$ cat config.mk
export PLATFORM = sky130hd
export DESIGN_NAME = bcd_time_counter
export DESIGN_NICKNAME = d
export VERILOG_FILES = /design/src/rtl/clock_pkg.sv /design/src/rtl/bcd_mod_counter.sv /design/src/rtl/bcd_time_counter.sv
export SDC_FILE = /design/constraint.sdc
export NUM_CORES = 1
export LEC_CHECK = 0
export BUFFER_PORTS_ARGS = -buffer_cell sky130_fd_sc_hd__buf_2
export CAP_MARGIN = 40
export CORE_MARGIN = 2
export CORE_UTILIZATION = 38
export DETAILED_ROUTE_END_ITERATION = 8
export PLACE_DENSITY = 0.72
export SLEW_MARGIN = 20
export SYNTH_ARGS = -nofsm -noshare
export SYNTH_HDL_FRONTEND = slang
export SYNTH_SLANG_ARGS = --single-unit
$ cat constraint.sdc
create_clock -name clk_100MHz_i -period 2 [get_ports clk_100MHz_i]
set_input_delay 0.1 -clock clk_100MHz_i [delete_from_list [all_inputs] [get_ports clk_100MHz_i]]
set_output_delay 0.1 -clock clk_100MHz_i [all_outputs]
set_load 0.005 [all_outputs]
$ cat src/rtl/clock_pkg.sv
// Shared types, limits and BCD helpers for the time-of-day counter.
package clock_pkg;

   typedef enum logic [1:0] {
      RUN    = 2'd0,
      PAUSED = 2'd1,
      LOAD   = 2'd2
   } state_t;

   typedef logic [7:0] bcd2_t;

   localparam bcd2_t SEC_MAX  = 8'h59;
   localparam bcd2_t MIN_MAX  = 8'h59;
   localparam bcd2_t HR24_MAX = 8'h23;
   localparam bcd2_t HR12_MAX = 8'h12;

   function automatic bcd2_t bcd2_inc(input bcd2_t v);
      return (v[3:0] == 4'd9) ? {v[7:4] + 4'd1, 4'd0} : {v[7:4], v[3:0] + 4'd1};
   endfunction

   // Packed BCD compares numerically once both digits are known to be 0..9.
   function automatic logic bcd2_in_range(input bcd2_t v, input bcd2_t lo, input bcd2_t hi);
      return (v[7:4] <= 4'd9) && (v[3:0] <= 4'd9) && (v >= lo) && (v <= hi);
   endfunction

endpackage

$ cat src/rtl/bcd_mod_counter.sv
// Two-digit BCD modulo counter: load beats inc, WRAP_VAL rolls to RESTART_VAL with carry.
// Count updates one cycle after inc/load; carry is combinational and only valid with inc.
module bcd_mod_counter
   import clock_pkg::*;
#(
   parameter bcd2_t WRAP_VAL    = SEC_MAX,
   parameter bcd2_t RESTART_VAL = 8'h00,
   parameter bcd2_t RESET_VAL   = 8'h00
) (
   input  logic       clk_100MHz_i,
   input  logic       reset_n_i,
   input  logic       inc,
   input  logic       load,
   input  logic [7:0] load_val,
   output logic [7:0] count,
   output logic       carry
);

   assign carry = inc && (count == WRAP_VAL);

   always_ff @(posedge clk_100MHz_i or negedge reset_n_i) begin
      if (!reset_n_i) begin
         count <= RESET_VAL;
      end else if (load) begin
         count <= load_val;
      end else if (inc) begin
         count <= carry ? RESTART_VAL : bcd2_inc(count);
      end
   end

endmodule

$ cat src/rtl/bcd_time_counter.sv
// BCD time-of-day counter (24h or 12h+pm by FORMAT_24H); optional alarm when ALARM_EN is defined.
// Ticks show on outputs next cycle, loads resolve one cycle after load_i; no backpressure, ticks in PAUSED/LOAD are dropped.
module bcd_time_counter
   import clock_pkg::*;
#(
   parameter bit FORMAT_24H = 1'b1
) (
   input  logic       clk_100MHz_i,
   input  logic       reset_n_i,
   input  logic       second_pulse_i,
   input  logic       pause_i,
   input  logic       load_i,
   input  logic [7:0] load_hh_i,
   input  logic [7:0] load_mm_i,
   input  logic [7:0] load_ss_i,
`ifdef ALARM_EN
   input  logic       alarm_set_i,
   input  logic [7:0] alarm_hh_i,
   input  logic [7:0] alarm_mm_i,
   input  logic       alarm_pm_i,
   output logic       alarm_o,
`endif
   output logic       load_ack_o,
   output logic       load_err_o,
   output logic [7:0] hours_o,
   output logic [7:0] minutes_o,
   output logic [7:0] seconds_o,
   output logic       pm_o,
   output logic       minute_tick_o,
   output logic       day_wrap_o
);

   localparam bcd2_t HR_MAX     = FORMAT_24H ? HR24_MAX : HR12_MAX;
   localparam bcd2_t HR_MIN     = FORMAT_24H ? 8'h00 : 8'h01;
   localparam bcd2_t HR_RESTART = FORMAT_24H ? 8'h00 : 8'h01;
   localparam bcd2_t HR_RST     = FORMAT_24H ? 8'h00 : 8'h12;

   state_t state;
   bcd2_t  ld_hh, ld_mm, ld_ss;
   logic   pm_q;
   logic   advance, load_ok, load_wr;
   logic   sec_carry, min_carry, hr_carry, pm_flip;

   // A tick arriving together with load_i is dropped, as is any tick outside RUN.
   assign advance = (state == RUN) && second_pulse_i && !load_i;
   assign load_ok = bcd2_in_range(ld_ss, 8'h00, SEC_MAX) &&
                    bcd2_in_range(ld_mm, 8'h00, MIN_MAX) &&
                    bcd2_in_range(ld_hh, HR_MIN, HR_MAX);
   assign load_wr = (state == LOAD) && load_ok;
   assign pm_flip = !FORMAT_24H && min_carry && (hours_o == 8'h11);
   assign pm_o    = pm_q;

   bcd_mod_counter #(.WRAP_VAL(SEC_MAX), .RESTART_VAL(8'h00), .RESET_VAL(8'h00)) u_sec (
      .clk_100MHz_i (clk_100MHz_i),
      .reset_n_i    (reset_n_i),
      .inc          (advance),
      .load         (load_wr),
      .load_val     (ld_ss),
      .count        (seconds_o),
      .carry        (sec_carry)
   );

   bcd_mod_counter #(.WRAP_VAL(MIN_MAX), .RESTART_VAL(8'h00), .RESET_VAL(8'h00)) u_min (
      .clk_100MHz_i (clk_100MHz_i),
      .reset_n_i    (reset_n_i),
      .inc          (sec_carry),
      .load         (load_wr),
      .load_val     (ld_mm),
      .count        (minutes_o),
      .carry        (min_carry)
   );

   bcd_mod_counter #(.WRAP_VAL(HR_MAX), .RESTART_VAL(HR_RESTART), .RESET_VAL(HR_RST)) u_hr (
      .clk_100MHz_i (clk_100MHz_i),
      .reset_n_i    (reset_n_i),
      .inc          (min_carry),
      .load         (load_wr),
      .load_val     (ld_hh),
      .count        (hours_o),
      .carry        (hr_carry)
   );

   always_ff @(posedge clk_100MHz_i or negedge reset_n_i) begin
      if (!reset_n_i) begin
         state         <= RUN;
         ld_hh         <= 8'h00;
         ld_mm         <= 8'h00;
         ld_ss         <= 8'h00;
         pm_q          <= 1'b0;
         load_ack_o    <= 1'b0;
         load_err_o    <= 1'b0;
         minute_tick_o <= 1'b0;
         day_wrap_o    <= 1'b0;
      end else begin
         load_ack_o    <= 1'b0;
         load_err_o    <= 1'b0;
         minute_tick_o <= sec_carry;
         // In 12h mode the day ends at 11:59:59 PM, i.e. when pm falls.
         day_wrap_o    <= FORMAT_24H ? hr_carry : (pm_flip && pm_q);
         if (pm_flip) begin
            pm_q <= ~pm_q;
         end
         case (state)
            RUN, PAUSED: begin
               if (load_i) begin
                  ld_hh <= load_hh_i;
                  ld_mm <= load_mm_i;
                  ld_ss <= load_ss_i;
                  state <= LOAD;
               end else begin
                  state <= pause_i ? PAUSED : RUN;
               end
            end
            LOAD: begin
               load_ack_o <= load_ok;
               load_err_o <= !load_ok;
               state      <= pause_i ? PAUSED : RUN;
            end
            default: state <= RUN;
         endcase
      end
   end

`ifdef ALARM_EN
   bcd2_t      alarm_hh_q, alarm_mm_q;
   logic       alarm_pm_q, alarm_q;
   logic [5:0] alarm_secs;

   // Match is taken from the registered minute tick, so alarm_o rises one cycle after HH:MM:00 shows.
   always_ff @(posedge clk_100MHz_i or negedge reset_n_i) begin
      if (!reset_n_i) begin
         alarm_hh_q <= HR_RST;
         alarm_mm_q <= 8'h00;
         alarm_pm_q <= 1'b0;
         alarm_q    <= 1'b0;
         alarm_secs <= 6'd0;
      end else if (alarm_set_i) begin
         alarm_hh_q <= alarm_hh_i;
         alarm_mm_q <= alarm_mm_i;
         alarm_pm_q <= FORMAT_24H ? 1'b0 : alarm_pm_i;
         alarm_q    <= 1'b0;
         alarm_secs <= 6'd0;
      end else if (!alarm_q) begin
         if (minute_tick_o && (hours_o == alarm_hh_q) && (minutes_o == alarm_mm_q) &&
             (pm_o == alarm_pm_q)) begin
            alarm_q    <= 1'b1;
            alarm_secs <= 6'd0;
         end
      end else if (advance) begin
         if (alarm_secs == 6'd59) begin
            alarm_q <= 1'b0;
         end else begin
            alarm_secs <= alarm_secs + 6'd1;
         end
      end
   end

   assign alarm_o = alarm_q;
`endif

endmodule

Yosys cells after proc, flatten, opt, wreduce, memory -nomap -nowiden
Cells that the tools add are included.
Word-level totals
  bits in read-only memories: 0
  bits in registers: 54
  memory bits (writable): 0
  memories: 0
  bits in latches: 0
  output and inout port bits: 29
Cells by class
  mux-type cells: 17
  $lt $le $gt $ge: 12
  $add $sub $neg: 6
  div/mod/pow operators: 0
  shifts and indexed selects: 0
  equal/unequal tests: 8
  $mul: 0
  bitwise operators: 0
  reductions and logical operators: 31
Operators by type and width (count)
  $mux W8: 12
  $add A4 B1 Y4 const B: 6
  $ge A8 B1 Y1 const B: 3
  $le A4 B4 Y1 const B: 6
  $logic_and A1 B1 Y1: 17
  $eq A8 B7 Y1 const B: 2
  $le A8 B7 Y1 const B: 2
  $eq A4 B4 Y1 const B: 3
  $reduce_bool A3 Y1: 3
  $eq A8 B6 Y1 const B: 1
  $le A8 B6 Y1 const B: 1
  $reduce_and A2 Y1: 4
  $reduce_bool A2 Y1: 3
  $pmux W2 S2: 1
  $mux W1: 3
  $eq A2 B1 Y1 const B: 1
  $eq A2 B2 Y1 const B: 1
  $logic_not A1 Y1: 2
  $logic_not A2 Y1: 1
  $mux W2: 1
  $reduce_or A2 Y1: 1

Depth between registers and ports, before layout
Gate-level depths: netlist (run 1).
  depth in word-level cells: 9
  mapped depth: 9

Hierarchy
Synthesis (run 1) repeated with hierarchy kept, for this count alone.
Second synthesis, totals
  cell total of the unflattened synthesis: 256
  area total of the unflattened synthesis: 3009.1 um2
Modules (own cells, without submodules)
  bcd_time_counter: seq. area each 750.7 um2, times used 1, cells each 74, area each 1249.9 um2
  bcd_mod_counter (u_min ...): seq. area each 200.2 um2, times used 2, cells each 61, area each 599.3 um2
  bcd_mod_counter (u_hr): seq. area each 200.2 um2, times used 1, cells each 60, area each 560.5 um2

Worst setup path after synthesis (run 1)
Ideal clock, no wire load.
  path kind: register to register
  start: register state[1]
  end: register u_hr.count[1]
  stages on the path, launching flop included: 6
  arrival: 2.088 ns
  path slack: -0.170 ns
  cell sequence: dfrtp_1 -> or4b_4 -> nor4_4 -> nand2_2 -> or4_1 -> a31oi_1
Between the ends
  cells in the longest elaborated chain, start to end: 9
Ends and longest elaborated chain
  start, declared: RTL line bcd_time_counter.sv:38  | state_t state;
  start signal, assigned: RTL line bcd_time_counter.sv:111  | state <= pause_i ? PAUSED : RUN;
  start signal, assigned: RTL line bcd_time_counter.sv:117  | state <= pause_i ? PAUSED : RUN;
  $logic_not A2 Y1: RTL line bcd_time_counter.sv:45  | assign advance = (state == RUN) && second_pulse_i && !load_i;
  $logic_and A1 B1 Y1 (2 in series): RTL line bcd_time_counter.sv:45
  $logic_and A1 B1 Y1 (3 in series): RTL line bcd_mod_counter.sv:19  | assign carry = inc && (count == WRAP_VAL);
  $mux W8: RTL line bcd_mod_counter.sv:27  | count <= carry ? RESTART_VAL : bcd2_inc(count);
  $mux W8: RTL line bcd_mod_counter.sv:26  | end else if (inc) begin
  $mux W8: RTL line bcd_mod_counter.sv:24  | end else if (load) begin
  end signal, assigned: RTL line bcd_mod_counter.sv:25  | count <= load_val;
  end signal, assigned: RTL line bcd_mod_counter.sv:27
  end, declared: RTL line bcd_mod_counter.sv:15  | output logic [7:0] count,
Several ways; a longest one is shown, not always the timed one. The select of a mux whose other input is x is not followed.
A chain may end at the register's enable or synchronous reset.

Worst setup path after layout (run 1)
  start: register state[0]
  end: register u_min.count[7]
Between the ends
  cells in the longest elaborated chain, start to end: 8
Ends and longest elaborated chain (RTL line)
  $logic_not A2 Y1: bcd_time_counter.sv:45
  $logic_and A1 B1 Y1 (2 in series): bcd_time_counter.sv:45
  $logic_and A1 B1 Y1 (2 in series): bcd_mod_counter.sv:19
  $mux W8: bcd_mod_counter.sv:27
  $mux W8: bcd_mod_counter.sv:26
  $mux W8: bcd_mod_counter.sv:24
  end signal, assigned: bcd_mod_counter.sv:25
  end signal, assigned: bcd_mod_counter.sv:27
  end, declared: bcd_mod_counter.sv:15
Several ways; a longest one is shown, not always the timed one. The select of a mux whose other input is x is not followed.

==> impl_metrics.json, run 1 <==
{
  "period_share_pct": 99.5,
  "yosysTopAreaCell": "dfrtp_1",
  "grt-ovfl-total": 0,
  "regToRegSetupSlack_ns": 0.01,
  "ys_types": 42,
  "drive_gt1_share_pct": 38.7,
  "synth-seq-cells": 54,
  "crit_arrival_ns": 2.23,
  "wirelength_um": 6250,
  "die_w_um": 87.6,
  "cts_sinks": 54,
  "nets": 371,
  "wire_per_inst_um": 14.6,
  "final_util_pct": 50.4,
  "numCtsBuffers": 5,
  "final_area_um2": 3420,
  "crit_chain": "or4b_4, nor4_4, buf_4, nand4_1, or3_1, a21oi_1",
  "fin_cells": 427,
  "chipHeight_um": 87.6,
  "firstDrtPassIters": 4,
  "via_count": 2198,
  "synth_edf_count": 0,
  "yosys.area.top_type_share_pct": 50.9,
  "crit_family": "simple AND/OR/NAND/NOR gates",
  "max_freq_mhz": 503,
  "setup_violations": 0,
  "slew_viol_final": 0,
  "outcome": "complete, no violations",
  "clk_pin_slew_ns": 0.09,
  "rsz0062_at_grt": "yes",
  "placed_cells": 412,
  "syn_to_final_growth_pct": 28.8,
  "synth_ff_type": "dfrtp_1",
  "fin_crit_ns": 1.99,
  "antenna_left": 0,
  "drtIter0Drc": 88,
  "syn_nets": 288,
  "clk_latency_ns": 0.31,
  "netlist_area_um2": 2660,
  "avgSynthCellArea_um2": 10.8,
  "async_flop_share_pct": 100,
  "yosysSeqAreaShare_pct": 50.9,
  "r2r-end": "u_min.count[7]",
  "cp-end-kind": "flop",
  "gr-usage-all-layers_pct": 16.5,
  "antenna_cells": 0,
  "drc": 0,
  "gp_congestion": 0.816,
  "crit_cells": 6,
  "grt_max_degree": 55,
  "critPathMaxStageDelay_ns": 0.54,
  "yosys_warnings": 0,
  "port_buffers": 56,
  "maxCapViolCount": 0,
  "syn_inst": 247,
  "ioPinCount": 58,
  "power_frac_comb_pct": 29.3,
  "leakage_uw": 0.00158,
  "grt_pass1_vias": 2141,
  "place_hpwl_um": 4500,
  "clkPwrFrac_pct": 21.4,
  "cts_tree": "built",
  "timing.final.hold_violations": 0,
  "crit_fanout": 3,
  "core_um2": 6790,
  "hold_end": "ld_mm[4]",
  "seq_power_share_pct": 49.3,
  "reg2regPathDepth": 6,
  "r2r-start": "state[0]",
  "whs_path_depth": 2,
  "power.internal_uw": 2020,
  "dpl_cell_area_um2": 3210,
  "htreeDepth": 2,
  "die_area_um2": 7670,
  "powerDensity_nw_per_um2": 866,
  "critPathLaunchType": "flop",
  "antenna_found_initial": 0,
  "hp-class": "in2reg",
  "cp_slowest_cell": "or4b_4",
  "p_sw_share_pct": 31.7,
  "viasPerCell": 5.15,
  "min-delay-start": "load_mm_i[4]",
  "start_util_pct": 39.1,
  "p_sw_uw": 940,
  "grt_pass1_wl_um": 9910,
  "cts_buffer_depth": 2,
  "num_rows": 30,
  "synthTopCellsByArea": "dfrtp_1, mux2_2, ha_1, o21ai_0, nand2_1",
  "crit_buf_inv": 1,
  "clockRootBuffer": "clkbuf_8",
  "cp.required_ns": 2.24,
  "crit_type": "reg2reg",
  "finClkSkew_ns": 0.00607,
  "peakVddDrop_v": 0.000441
}
-- power by group through the flow --
stage          Sequential, µW  Combinational (µW)  Clock, µW
2_1_floorplan            1490                 418          0
3_3_place_gp             1480                 826          0
3_5_place_dp             1480                 860          0
4_1_cts                  1460                 869        648
5_1_grt                  1490                 986        699
6_report                 1460                 868        634
-- worst max-delay path by stage --
stage                         from              to  slack [ns]
final                     state[0]  u_min.count[7]        0.01
after global routing      state[0]  u_min.count[7]       -0.06
after CTS                 ld_ss[7]  u_sec.count[3]       0.004
after detailed placement  ld_ss[7]  u_sec.count[3]       -0.04
after global placement    ld_ss[7]  u_sec.count[3]        0.05
after floorplan           state[0]   u_hr.count[1]       -0.01
-- cell usage after synthesis, types with 5 or more instances --
library cell / count
dfrtp_1: 54
mux2_2: 24
nand2_1: 20
o21ai_0: 18
nor2_1: 16
ha_1: 12
nand3_1: 11
a21oi_1: 10
inv_1: 10
clkbuf_1: 5
or3_1: 5
-- timing repair --
item                                    CTS  global route
gates resized for setup                   1             9
hold buffers                              2             0
endpoints found under the setup margin    5            15
pin swaps                                 0             3
cloned                                    0             1
setup buffers                             0             4
endpoints found under the hold margin    55             0
-- routing by layer --
layer / vias to the layer above / global-route usage [%] / part of all wire, %
met5: - / 0 / 0
met4: 0 / 5.59 / 1.6
met3: 9 / 2.83 / 4.9
met2: 66 / 27.3 / 49
met1: 1065 / 22.2 / 44
li1: 1058 / - / -
-- cell families (layout without fill, tap and decap cells) --
| kind of cell | after synthesis | after routing | synth area share [%] |
|---|---|---|---|
| multiplexers | 26 | 26 | 10.9 |
| AND/OR/NAND/NOR | 86 | 86 | 18.0 |
| AO/OA/AOI/OAI | 47 | 47 | 11.0 |
| other | 1 | 1 | 0.141 |
| XOR/XNOR | 1 | 1 | 0.330 |
| flip-flops | 54 | 54 | 50.9 |
| buffers and inverters | 20 | 104 | 3.01 |
| adder cells (fa/ha/maj) | 12 | 12 | 5.65 |
-- metrics by stage --
step / worst slack [ns] / hold WS [ns] / power (µW) / setup TNS, ns
6_report: 0.0102 / 0.0162 / 2960 / 0
3_3_place_gp: 0.0526 / 0.118 / 2300 / 0
4_1_cts: 0.00390 / 0.0131 / 2980 / 0
2_1_floorplan: -0.0139 / -0.196 / 1910 / -0.0139
3_5_place_dp: -0.0398 / 0.120 / 2340 / -0.0576
5_1_grt: -0.0557 / 0.0145 / 3180 / -0.161
-- flip-flops by register name (all words and copies together) (netlist names) --
signal         count
minute_tick_o      1
load_ack_o         1
ld_mm              8
u_hr.count         8
ld_ss              8
state              2
load_err_o         1
u_min.count        8
day_wrap_o         1
u_sec.count        8
ld_hh              8
-- layout by cell type, fill, tap and decap left out, types with 9 or more instances in the layout --
cell type and n:
buf_4 25, buf_2 56, dfrtp_1 54, mux2_2 24, ha_1 11, inv_1 9
nand2_1 20, nor2_1 16, a21oi_1 9, o21ai_0 18, nand3_1 10
-- layout make-up --
class | count | area (µm²)
flip-flops and latches | 54 | 1350
inverters | 10 | 40.0
clock inverters | 1 | 5.00
fillers | 626 | 3370
multi-input cells | 173 | 1270
clock buffers | 7 | 86.3
repair buffers | 86 | 553
well taps | 96 | 120
No activity file was read; power rests on OpenSTA's default activity.
==> run 2: changes to the inputs <==
--- a/config.mk
+++ b/config.mk
@@ -7,7 +7,7 @@
 export LEC_CHECK = 0
 export BUFFER_PORTS_ARGS = -buffer_cell sky130_fd_sc_hd__buf_2
 export CAP_MARGIN = 40
-export CORE_MARGIN = 2
+export CORE_MARGIN = 8
 export CORE_UTILIZATION = 38
 export DETAILED_ROUTE_END_ITERATION = 8
 export PLACE_DENSITY = 0.72
==> run 2 against run 1 <==
Against the previous run:
- critical endpoint is now u_hr.count[1]
- critical path type unchanged
- power up 0.24%
- largest power group unchanged
- final area down 1.3%
- combinational power up 2.3%
==> impl_metrics.json, run 2 (synthesis results as in run 1) <==
{
  "outcome": "complete, no violations",
  "crit_fanout": 5,
  "syn_to_final_growth_pct": 27.1,
  "viasPerCell": 5.08,
  "final_common_cell": "buf_2",
  "crit_family": "simple AND/OR/NAND/NOR gates",
  "crit_arrival_ns": 2.18,
  "antenna_left": 0,
  "start_util_pct": 39.1,
  "timing.final.hold_violations": 0,
  "final_util_pct": 49.7,
  "peakVddDrop_v": 0.000551,
  "ioPinCount": 58,
  "drc": 0,
  "port_buffers": 56,
  "pre_cts_ws_ns": 0.00572,
  "worst_slack_ns": 0.0569,
  "core_um2": 6790,
  "period_share_pct": 97.2,
  "crit_chain": "inv_1, ha_2, nand3b_1, nor4_4, buf_6, nand2_2, or4_1, a31oi_1",
  "chipHeight_um": 99.6,
  "antenna_cells": 0,
  "drive_gt1_share_pct": 38.2,
  "htreeDepth": 2,
  "cp.required_ns": 2.23,
  "via_count": 2162,
  "cp_slowest_cell": "or4_1",
  "grt-ovfl-total": 0,
  "nets": 370,
  "slew_viol_final": 0,
  "fin_cells": 426,
  "fin_crit_ns": 1.94,
  "die_area_um2": 9920,
  "drtIter0Drc": 97,
  "mostFrequentLayoutCells": "buf_2, dfrtp_1, mux2_2, buf_4, nand2_1",
  "num_rows": 30,
  "setup_violations": 0,
  "die_w_um": 99.6,
  "powerDensity_nw_per_um2": 880,
  "firstDrtPassIters": 4,
  "crit_buf_inv": 2,
  "cts_sinks": 54,
  "cp-end-kind": "flop",
  "leakage_uw": 0.00157,
  "max_freq_mhz": 515,
  "p_total_uw": 2970,
  "placed_cells": 413,
  "grt_pass1_wl_um": 10600,
  "clk_latency_ns": 0.30,
  "wirelength_um": 6330,
  "gr-usage-all-layers_pct": 13.3,
  "rsz0062_at_grt": "yes",
  "clockRootBuffer": "clkbuf_8",
  "numCtsBuffers": 5,
  "fill_cells": 631,
  "max_slew_margin_pct": 59.4,
  "multi_input_area_um2": 1250,
  "grt_pass1_vias": 2239,
  "finClkSkew_ns": 0.00141,
  "wire_per_inst_um": 14.9,
  "cts_buffer_depth": 2,
  "maxCapViolCount": 0,
  "grt_max_degree": 31,
  "cts_tree": "built",
  "antenna_found_initial": 0,
  "gp_congestion": 0.825,
  "regArea_um2": 1350,
  "worst_slew_pin_slew_ns": 0.609,
  "critPathLaunchType": "flop",
  "crit_type": "reg2reg",
  "clk_pin_slew_ns": 0.09,
  "hp-class": "in2reg",
  "critPathMaxStageDelay_ns": 0.41,
  "place_hpwl_um": 4940
}
## run 2: repair_timing
action / in CTS / in global routing
endpoints found under the setup margin: 1 / 17
hold buffers: 2 / 0
hold endpoints to repair: 25 / 0
resized for setup: 1 / 8
setup buffers: 0 / 3
## run 2: power by group
group | switching [µW] | internal, µW | total (µW) | leakage [µW]
clock network | 344 | 280 | 624 | 0.0000482
logic | 414 | 474 | 888 | 0.000881
registers | 175 | 1280 | 1460 | 0.000638
## run 2: metrics by stage
stage          hold slack [ns]  setup TNS, ns  area (µm²)
6_report                0.0207              0        3380
5_1_grt               0.000954         -0.132        3380
4_1_cts                 0.0111              0        3330
3_5_place_dp             0.156              0        3210
3_3_place_gp             0.150              0        3210
2_1_floorplan           -0.196        -0.0139        2660
## run 2: layout make-up
class,instances,share of cell area [%]
Clock inverter,1,0.148
Multi-Input combinational cell,173,37.1
Clock buffer,7,2.56
Inverter,10,1.11
Timing Repair Buffer,85,15.5
Tap cell,96,3.56
Sequential cell,54,40.0
## run 2: final timing paths
path	end	start	slack, ns	cells after the start
max reg2reg	u_hr.count[1]	u_min.count[1]	0.06	8
min in group asynchronous	minute_tick_o	reset_n_i	0.34	2
min reg2reg	u_sec.count[4]	ld_ss[4]	0.49	2
max	u_hr.count[1]	u_min.count[1]	0.06	8
min	ld_ss[5]	load_ss_i[5]	0.02	2
max in group asynchronous	ld_ss[1]	reset_n_i	1.10	3
## run 2: layer usage
metal  vias to the layer above  track usage [%]  wire, µm
li1                       1054                -         -
met1                      1054             16.1      2870
met3                         7             3.70       274
met2                        47             22.4      3130
met4                         0             3.73        63
met5                         -                0         0
